$ cat src/rtl/sequencer_fetch.sv
// Program sequencer fetch stage: walks ROM addresses 0..last for N passes
// and hands instructions to the datapath over a valid/ready slot.
package affine_pkg;
  localparam int A      = 4;
  localparam int W_INST = 28;
endpackage

module sequencer_fetch #(
  parameter int A      = affine_pkg::A,
  parameter int W_INST = affine_pkg::W_INST,
  parameter int W_PASS = 8
) (
  input  logic              clk_i,
  input  logic              rst_i,
  input  logic              start_i,
  input  logic              abort_i,
  input  logic [A-1:0]      last_addr_i,
  input  logic [W_PASS-1:0] passes_i,
  output logic [A-1:0]      rom_addr_o,
  input  logic [W_INST-1:0] rom_data_i,
  output logic [W_INST-1:0] inst_o,
  output logic [A-1:0]      inst_addr_o,
  output logic              inst_valid_o,
  input  logic              inst_ready_i,
  output logic              busy_o,
  output logic              done_o
);

  typedef enum logic [1:0] {
    IDLE,
    RUN,
    DRAIN
  } state_t;

  state_t state, state_n;

  logic [A-1:0]      pc;
  logic [A-1:0]      last_q;
  logic [W_PASS-1:0] passes_q;
  logic [W_PASS-1:0] pass_cnt;
  logic              primed;

  logic hs;
  logic slot_free;
  logic at_last;
  logic final_pass;
  logic do_start;
  logic load;
  logic clr_valid;
  logic done_n;

  assign hs         = inst_valid_o && inst_ready_i;
  assign slot_free  = !inst_valid_o || inst_ready_i;
  assign at_last    = (pc == last_q);
  assign final_pass = (pass_cnt == passes_q - W_PASS'(1));
  assign rom_addr_o = pc;
  assign busy_o     = (state != IDLE);

  // State register
  always_ff @(posedge clk_i) begin
    if (rst_i) state <= IDLE;
    else       state <= state_n;
  end

  // Next state and per-cycle control strobes
  always_comb begin
    state_n   = state;
    do_start  = 1'b0;
    load      = 1'b0;
    clr_valid = 1'b0;
    done_n    = 1'b0;
    unique case (state)
      IDLE: begin
        if (start_i) begin
          do_start = 1'b1;
          state_n  = RUN;
        end
      end
      RUN: begin
        if (abort_i) begin
          clr_valid = 1'b1;
          state_n   = IDLE;
        end else if (primed && slot_free) begin
          load = 1'b1;
          if (at_last && final_pass) state_n = DRAIN;
        end
      end
      DRAIN: begin
        if (abort_i) begin
          clr_valid = 1'b1;
          state_n   = IDLE;
        end else if (hs) begin
          clr_valid = 1'b1;
          done_n    = 1'b1;
          state_n   = IDLE;
        end
      end
      default: state_n = IDLE;
    endcase
  end

  // Program latch, pc/pass walk and the output slot
  always_ff @(posedge clk_i) begin
    if (rst_i) begin
      pc           <= '0;
      last_q       <= '0;
      passes_q     <= '0;
      pass_cnt     <= '0;
      primed       <= 1'b0;
      inst_o       <= '0;
      inst_addr_o  <= '0;
      inst_valid_o <= 1'b0;
      done_o       <= 1'b0;
    end else begin
      done_o <= done_n;
      if (do_start) begin
        last_q   <= last_addr_i;
        passes_q <= (passes_i == '0) ? W_PASS'(1) : passes_i;
        pc       <= '0;
        pass_cnt <= '0;
        primed   <= 1'b0;
      end
      // first fetch waits one settle cycle after start
      if (state == RUN) primed <= 1'b1;
      if (load) begin
        inst_o       <= rom_data_i;
        inst_addr_o  <= pc;
        inst_valid_o <= 1'b1;
        if (at_last) begin
          pc       <= '0;
          pass_cnt <= pass_cnt + W_PASS'(1);
        end else begin
          pc <= pc + A'(1);
        end
      end
      if (clr_valid) inst_valid_o <= 1'b0;
    end
  end

endmodule

$ cat config.mk
export PLATFORM = sky130hd
export DESIGN_NAME = sequencer_fetch
export DESIGN_NICKNAME = d
export VERILOG_FILES = /design/src/rtl/sequencer_fetch.sv
export SDC_FILE = /design/constraint.sdc
export NUM_CORES = 1
export LEC_CHECK = 0
export ABC_CLOCK_PERIOD_IN_PS = 2540
export CORE_MARGIN = 5
export CORE_UTILIZATION = 46
export DETAILED_ROUTE_END_ITERATION = 8
export GPL_TIMING_DRIVEN = 0
export MAX_ROUTING_LAYER = met4
export PLACE_DENSITY = 0.8
export SLEW_MARGIN = 20
export SYNTH_ARGS = -nofsm -noshare
export SYNTH_HDL_FRONTEND = slang
export SYNTH_SLANG_ARGS = --single-unit
$ cat constraint.sdc
create_clock -name clk_i -period 2.54 [get_ports clk_i]
set_input_delay 0.254 -clock clk_i [delete_from_list [all_inputs] [get_ports clk_i]]
set_output_delay 0.254 -clock clk_i [all_outputs]
set_load 0.02 [all_outputs]
==> results of run 1 <==
-- cell type report --
cell class / instances / area [um2] / share of cell area
clock buffer: 10 / 128 / 0.0338
multi-input combinational: 254 / 1320 / 0.349
sequential: 61 / 1220 / 0.324
tap: 72 / 90.1 / 0.0239
inverter: 5 / 18.8 / 0.00498
timing repair buffer: 82 / 821 / 0.218
buffer: 17 / 66.3 / 0.0176
clock inverter: 6 / 111 / 0.0295
-- state kept, by name (all words and copies together), names as in the netlist --
register / flops
inst_o: 28
pass_cnt: 8
passes_q: 8
inst_addr_o: 4
last_q: 4
rom_addr_o: 4
state: 2
done_o: 1
inst_valid_o: 1
primed: 1
-- metal layers --
layer,wire length (um),part of all wire
met1,2880,0.41
met2,3500,0.49
met3,608,0.085
met4,131,0.018
met5,0,0
-- layout by cell type, fill, tap and decap left out, types with 3 or more instances in the layout --
cell,instances
clkdlybuf4s50_1,82
xor2_1,3
clkbuf_8,9
bufinv_16,3
inv_1,5
nand2_1,92
dfxtp_1,61
clkbuf_1,13
nand3b_1,4
o21ai_0,5
nand3_1,10
nor2_1,21
ha_1,6
xnor2_1,10
buf_1,3
a211oi_1,5
nand2b_1,5
and3_1,6
a21oi_1,58
nor3_1,3
-- cells by family after synthesis --
logic type,share of synthesized area
buffers and inverters,0.0325
multiplexers,0.00382
flip-flops,0.466
AO/OA/AOI/OAI,0.159
XOR/XNOR,0.0435
adder cells (fa/ha/maj),0.0287
AND/OR/NAND/NOR,0.266
-- power by group --
group	switching [W]	internal, W	total, W
Combinational	0.000187	0.000168	0.000355
Clock	0.000393	0.000652	0.00105
Sequential	0.0000320	0.000992	0.00102
Total	0.000613	0.00181	0.00242
-- what timing repair did --
action                                  4_1_cts  5_1_grt
gates resized for setup                       0        1
endpoints found under the hold margin         0        0
endpoints found under the setup margin        0        1
-- how the worst min path moves through the flow --
stage,from,to,slack [ns],cells after the start
after floorplan,last_addr_i[0],last_q[0],0.39,2
after global placement,inst_addr_o[3],inst_addr_o[3],0.44,2
after detailed placement,inst_o[25],inst_o[25],0.45,2
after CTS,rst_i,state[0],0.38,3
after global routing,rom_data_i[3],inst_o[3],0.45,3
final,rst_i,state[0],0.39,3
-- critical path, stage by stage (launching register included) --
cell and delay, ns:
dfxtp_1 0.33, inv_1 0.08, ha_1 0.18, nor2b_1 0.23, nand3_1 0.31, nor2_2 0.37
nor2_1 0.19, o21ai_0 0.20, a21oi_1 0.08
-- through the flow --
step / utilization / total power (W) / cell area (um2) / hold WS (ns) / setup slack, ns
CTS: 0.685 / 0.00244 / 3770 / 0.379 / 0.296
global route: 0.685 / 0.00253 / 3770 / 0.446 / 0.164
global placement: 0.641 / 0.00139 / 3530 / 0.442 / 0.211
detailed placement: 0.641 / 0.00140 / 3530 / 0.447 / 0.190
finish: 0.685 / 0.00242 / 3770 / 0.390 / 0.423
floorplan: - / 0.00124 / 2620 / 0.390 / 0.658
==> flow_metrics.env, run 1 <==
export IMPL_fp_dieArea_um2=7310
export IMPL_grt_first_pass_wirelength_um=11600
export IMPL_timing_hold_worst_class="input pin to flip-flop"
export IMPL_postRouteWirelength_um=7120
export IMPL_maxSlewHeadroom=0.608
export IMPL_r2r_start="state[1]"
export IMPL_outcome="completed"
export IMPL_global_route_usage_met3=0.0534
export IMPL_synth_edff_count=0
export IMPL_clk_transition_reported_paths_ns=0.07
export IMPL_die_y_um=85.5
export IMPL_commonest_register_cell_after_synthesis="dfxtp_1"
export IMPL_stdcell_count=507
export IMPL_r2r_end="pass_cnt[4]"
export IMPL_setup_worst_path_end="pass_cnt[4]"
export IMPL_root_buffer="clkbuf_8"
export IMPL_clock_fmax_mhz=472
export IMPL_htreeDepth=3
export IMPL_slew_violations=0
export IMPL_grt_use_met2=0.315
export IMPL_grt_max_degree=12
export IMPL_viasPerCell=5.20
export IMPL_worst_endpoint_arrival_ns=2.32
export IMPL_worstSkewPairLatency_ns=0.34
export IMPL_globalRoute_totalOverflow=0
export IMPL_synthesis_instances=337
export IMPL_worst_slew_pin_slew_ns=0.587
export IMPL_cp_data_required_time_ns=2.74
export IMPL_yosysUniqueCellTypes=36
export IMPL_grtUsageMet1=0.258
export IMPL_setup_worst_path_class="flip-flop to flip-flop"
export IMPL_syn_avg_cell_area_um2=7.77
export IMPL_synth_top_cells_by_count="92 x nand2_1, 61 x dfxtp_1, 58 x a21oi_1"
export IMPL_setup_reg_to_reg_worst_slack_ns=0.42
export IMPL_fin_crit_ns=2.12
export IMPL_antenna_cells_inserted=0
export IMPL_max_cap_violations=0
export IMPL_crit_path_end_kind="flip-flop"
export IMPL_via_count_of_the_first_global_routing_pass=2396
export IMPL_post_synth_main_area_contributors="dfxtp_1 47%, nand2_1 13%, a21oi_1 11%, xnor2_1 3.3%, nor2_1 3.2%"
export IMPL_final_gp_congestion=0.846
export IMPL_cts_hold_fix_buffers=0
export IMPL_critPathLaunch="state[1]"
export IMPL_synth_ff_latch_count=61
export IMPL_antenna_found_initial=0
export IMPL_global_route_usage_total=0.208
export IMPL_die_width_um=85.5
export IMPL_ys_warnings=0
export IMPL_cts_buffers_inserted=9
export IMPL_dr_pass1_iters=4
export IMPL_share_of_async_settable_or_async_resettable_flops_after_synthesis=0
export IMPL_detail_route_drc_violations=0
export IMPL_yosysSeqAreaShare=0.466
export IMPL_synth_net_count=388
export IMPL_post_synth_top_count_cell="nand2_1"
export IMPL_number_of_violations_reported_at_the_end_of_detailed_routing_iteration_0=144
export IMPL_layout_drive_gt1_share=0.0460
export IMPL_core_region_area_um2=5510
export IMPL_residual_antenna_violating_net_count_after_detailed_routing=0
export IMPL_cts_root_to_sink_buffers=2
export IMPL_rsz_0062_raised_after_global_routing="no"
export IMPL_r2r_worst_path_cells=8
export IMPL_area_delta_synth_final_pct=44.0
export IMPL_crit_fanout=8
export IMPL_total_leakage_power_nw=1.33
export IMPL_num_nets_final=481
export IMPL_wl_per_cell_um=14.0
export IMPL_row_count=27
export IMPL_portBuffers=82
export IMPL_fillers=462
export IMPL_period_share=0.833
export IMPL_detailed_place_hpwl_um=5170
export IMPL_synth_top_cell_area_share=0.466
export IMPL_power_per_cell_area_nw_per_um2=643
export IMPL_setup_tns_final_ns=0
export IMPL_initial_core_util=0.476
export IMPL_tritoncts="built"
export IMPL_dpl_cell_count=491
export IMPL_synth_top_cell_by_area="dfxtp_1"
export IMPL_tritoncts_num_sinks=61
export IMPL_ios=84
export IMPL_finalSetupViolations=0
export IMPL_worst_setup_path_start_kind="flip-flop"
export IMPL_final_hold_violation_count=0
export IMPL_worst_ir_drop_on_vdd_mv=0.468
export IMPL_postCtsSetupRepairBufs=0
export IMPL_timing_clock_skew_ns=0.00895
export IMPL_vias_after_detailed_routing=2638
export IMPL_syn_area_um2=2620
export IMPL_grt_busiest_layer="met2"
(Power assumes the default switching activity.)
==> run 2: changes to the inputs <==
--- a/config.mk
+++ b/config.mk
@@ -5,13 +5,13 @@
 export SDC_FILE = /design/constraint.sdc
 export NUM_CORES = 1
 export LEC_CHECK = 0
-export ABC_CLOCK_PERIOD_IN_PS = 2540
+export ABC_CLOCK_PERIOD_IN_PS = 1800
 export CORE_MARGIN = 5
-export CORE_UTILIZATION = 46
+export CORE_UTILIZATION = 41
 export DETAILED_ROUTE_END_ITERATION = 8
 export GPL_TIMING_DRIVEN = 0
 export MAX_ROUTING_LAYER = met4
-export PLACE_DENSITY = 0.8
+export PLACE_DENSITY = 0.75
 export SLEW_MARGIN = 20
 export SYNTH_ARGS = -nofsm -noshare
 export SYNTH_HDL_FRONTEND = slang
==> constraint.sdc (replaced) <==
create_clock -name clk_i -period 1.8 [get_ports clk_i]
set_input_delay 0.18 -clock clk_i [delete_from_list [all_inputs] [get_ports clk_i]]
set_output_delay 0.18 -clock clk_i [all_outputs]
set_load 0.02 [all_outputs]
==> run 2 against run 1 <==
The run now ends with setup timing left. Sequential share of layout area shrank 1.1 points. Count of clock-buffer cells in the layout rose by 1. Non-clock buffer count increased by 5. Register-to-register slack worse by 0.47 ns. Total power up 41%. Die area increased by 11%. Clock power up 30%. First-iteration DRC count down 4.9%. Cell area is 5.6% higher. Global-route usage shrank 2.0 points. Largest cell class unchanged.
==> flow_metrics.env, run 2 (synthesis gave the netlist of run 1 again) <==
export IMPL_outcome="finished with violations"
export IMPL_violations="setup timing"
export IMPL_tritoncts="built"
export IMPL_residual_antenna_violating_net_count_after_detailed_routing=0
export IMPL_slew_violations=0
export IMPL_top_register="inst_o"
export IMPL_row_count=29
export IMPL_r2r_worst_path_cells=7
export IMPL_fillers=549
export IMPL_timing_clock_skew_ns=0.00570
export IMPL_worst_endpoint_arrival_ns=2.07
export IMPL_hold_end="state[0]"
export IMPL_regArea_um2=1240
export IMPL_wl_per_cell_um=14.3
export IMPL_ios=84
export IMPL_clock_fmax_mhz=541
export IMPL_crit_fanout=4
export IMPL_r2r_start="last_q[1]"
export IMPL_fin_crit_ns=1.85
export IMPL_die_y_um=89.9
export IMPL_cts_root_to_sink_buffers=2
export IMPL_largest_reg_flops=28
export IMPL_mostFrequentLayoutCells="92 x nand2_1, 81 x clkdlybuf4s50_1, 56 x a21oi_1"
export IMPL_crit_slowest_cell="or4_4"
export IMPL_r2r_end="state[0]"
export IMPL_antenna_found_initial=0
export IMPL_via_count_of_the_first_global_routing_pass=2562
export IMPL_detailed_place_hpwl_um=5180
export IMPL_final_hold_violation_count=0
export IMPL_period_share=1.03
export IMPL_vias_after_detailed_routing=2680
export IMPL_fp_dieArea_um2=8090
export IMPL_finish_utilization=0.634
export IMPL_number_of_violations_reported_at_the_end_of_detailed_routing_iteration_0=137
export IMPL_layout_commonest_cell="nand2_1"
export IMPL_htreeDepth=3
export IMPL_cp_cell_sequence="xnor2_2, nand4_1, buf_6, or4_4, nor3_4, a21oi_2, mux2i_1"
export IMPL_timing_hold_worst_class="input pin to flip-flop"
export IMPL_maxSlewHeadroom=0.610
export IMPL_clk_transition_reported_paths_ns=0.07
export IMPL_worst_ir_drop_on_vdd_mv=0.644
export IMPL_setup_reg_to_reg_worst_slack_ns=-0.05
export IMPL_max_cap_violations=0
export IMPL_setup_ws_ns=-0.0491
export IMPL_setup_worst_path_class="flip-flop to flip-flop"
export IMPL_hp_start="rst_i"
export IMPL_worst_slew_pin_slew_ns=0.585
export IMPL_area_delta_synth_final_pct=52.0
export IMPL_global_route_usage_total=0.187
export IMPL_worstSkewPairLatency_ns=0.34
export IMPL_core_region_area_um2=6280
export IMPL_initial_core_util=0.417
export IMPL_finalSetupViolations=1
export IMPL_whs_path_cells=3
export IMPL_cp_data_required_time_ns=2.02
export IMPL_postRouteWirelength_um=7370
export IMPL_cp_num_buf_inv=1
export IMPL_grt_max_degree=12
export IMPL_num_nets_final=486
export IMPL_setup_tns_final_ns=-0.0491
export IMPL_grt_first_pass_wirelength_um=12200
export IMPL_crit_path_end_kind="flip-flop"
export IMPL_die_width_um=89.9
export IMPL_layout_top_registers="inst_o (28), pass_cnt (8), passes_q (8)"
export IMPL_rsz_0062_raised_after_global_routing="yes"
export IMPL_detail_route_drc_violations=0
export IMPL_antenna_cells_inserted=0
export IMPL_power_per_cell_area_nw_per_um2=858
export IMPL_layout_drive_gt1_share=0.143
export IMPL_worst_setup_path_start_kind="flip-flop"
export IMPL_multiInputGateArea_um2=1450
export IMPL_cts_buffers_inserted=9
export IMPL_globalRoute_totalOverflow=0
export IMPL_largest_incremental_delay_on_the_critical_path_ns=0.54
export IMPL_root_buffer="clkbuf_8"
export IMPL_crit_family="simple AND/OR/NAND/NOR gates"
export IMPL_tritoncts_num_sinks=61
export IMPL_total_leakage_power_nw=1.41
export IMPL_portBuffers=82
export IMPL_viasPerCell=5.18
export IMPL_dr_pass1_iters=4
export IMPL_final_gp_congestion=0.852
## run 2: final cells by class
cell class,instances,area share
flip-flops and latches,61,0.313
clock inverters,5,0.0207
repair buffers,88,0.218
plain buffers,16,0.0201
clock buffers,11,0.0355
multi-input cells,254,0.363
inverters,5,0.00534
well taps,77,0.0242
## run 2: routing by layer
metal  vias to the layer above  global-route usage  share of wire
met3                        25              0.0351          0.048
met4                         0               0.103          0.030
li1                       1338                   -              -
met2                        90               0.292           0.48
met1                      1227               0.228           0.44
met5                         -                   -              0
## run 2: worst max-delay path by stage
stage	start	end	slack (ns)	cells after the start
final	last_q[1]	state[0]	-0.05	7
after global routing	last_q[1]	state[0]	-0.13	7
after CTS	state[1]	pass_cnt[7]	-0.009	9
after detailed placement	abort_i	pass_cnt[2]	-0.48	7
after global placement	abort_i	pass_cnt[2]	-0.49	7
after floorplan	state[0]	state[0]	0.004	8
## run 2: where the power goes
part           switching, W  total, W  internal (W)
Combinational      0.000309  0.000599      0.000290
Clock              0.000550   0.00137      0.000823
Sequential        0.0000501   0.00145       0.00140
Total              0.000908   0.00342       0.00251
## run 2: repair_timing
item,4_1_cts,5_1_grt
hold endpoints to repair,0,0
buffers inserted,5,1
hold buffers,0,0
setup endpoints to repair,41,50
pin swaps,4,5
resized for setup,26,32
## run 2: through the flow
step                instances  setup slack (ns)  hold WS, ns  area [um2]  power (W)
floorplan                 337           0.00392        0.316        2630    0.00176
global placement          496            -0.489        0.441        3540    0.00197
detailed placement        496            -0.476        0.446        3540    0.00198
CTS                       517          -0.00926        0.327        3870    0.00338
global route              517            -0.130        0.369        3980    0.00357
finish                    517           -0.0491        0.331        3980    0.00342
## run 2: tightest hold or removal path, cell delays in order
cell and delay [ns]:
clkbuf_1 0.24, nand2b_1 0.15, mux2i_1 0.06
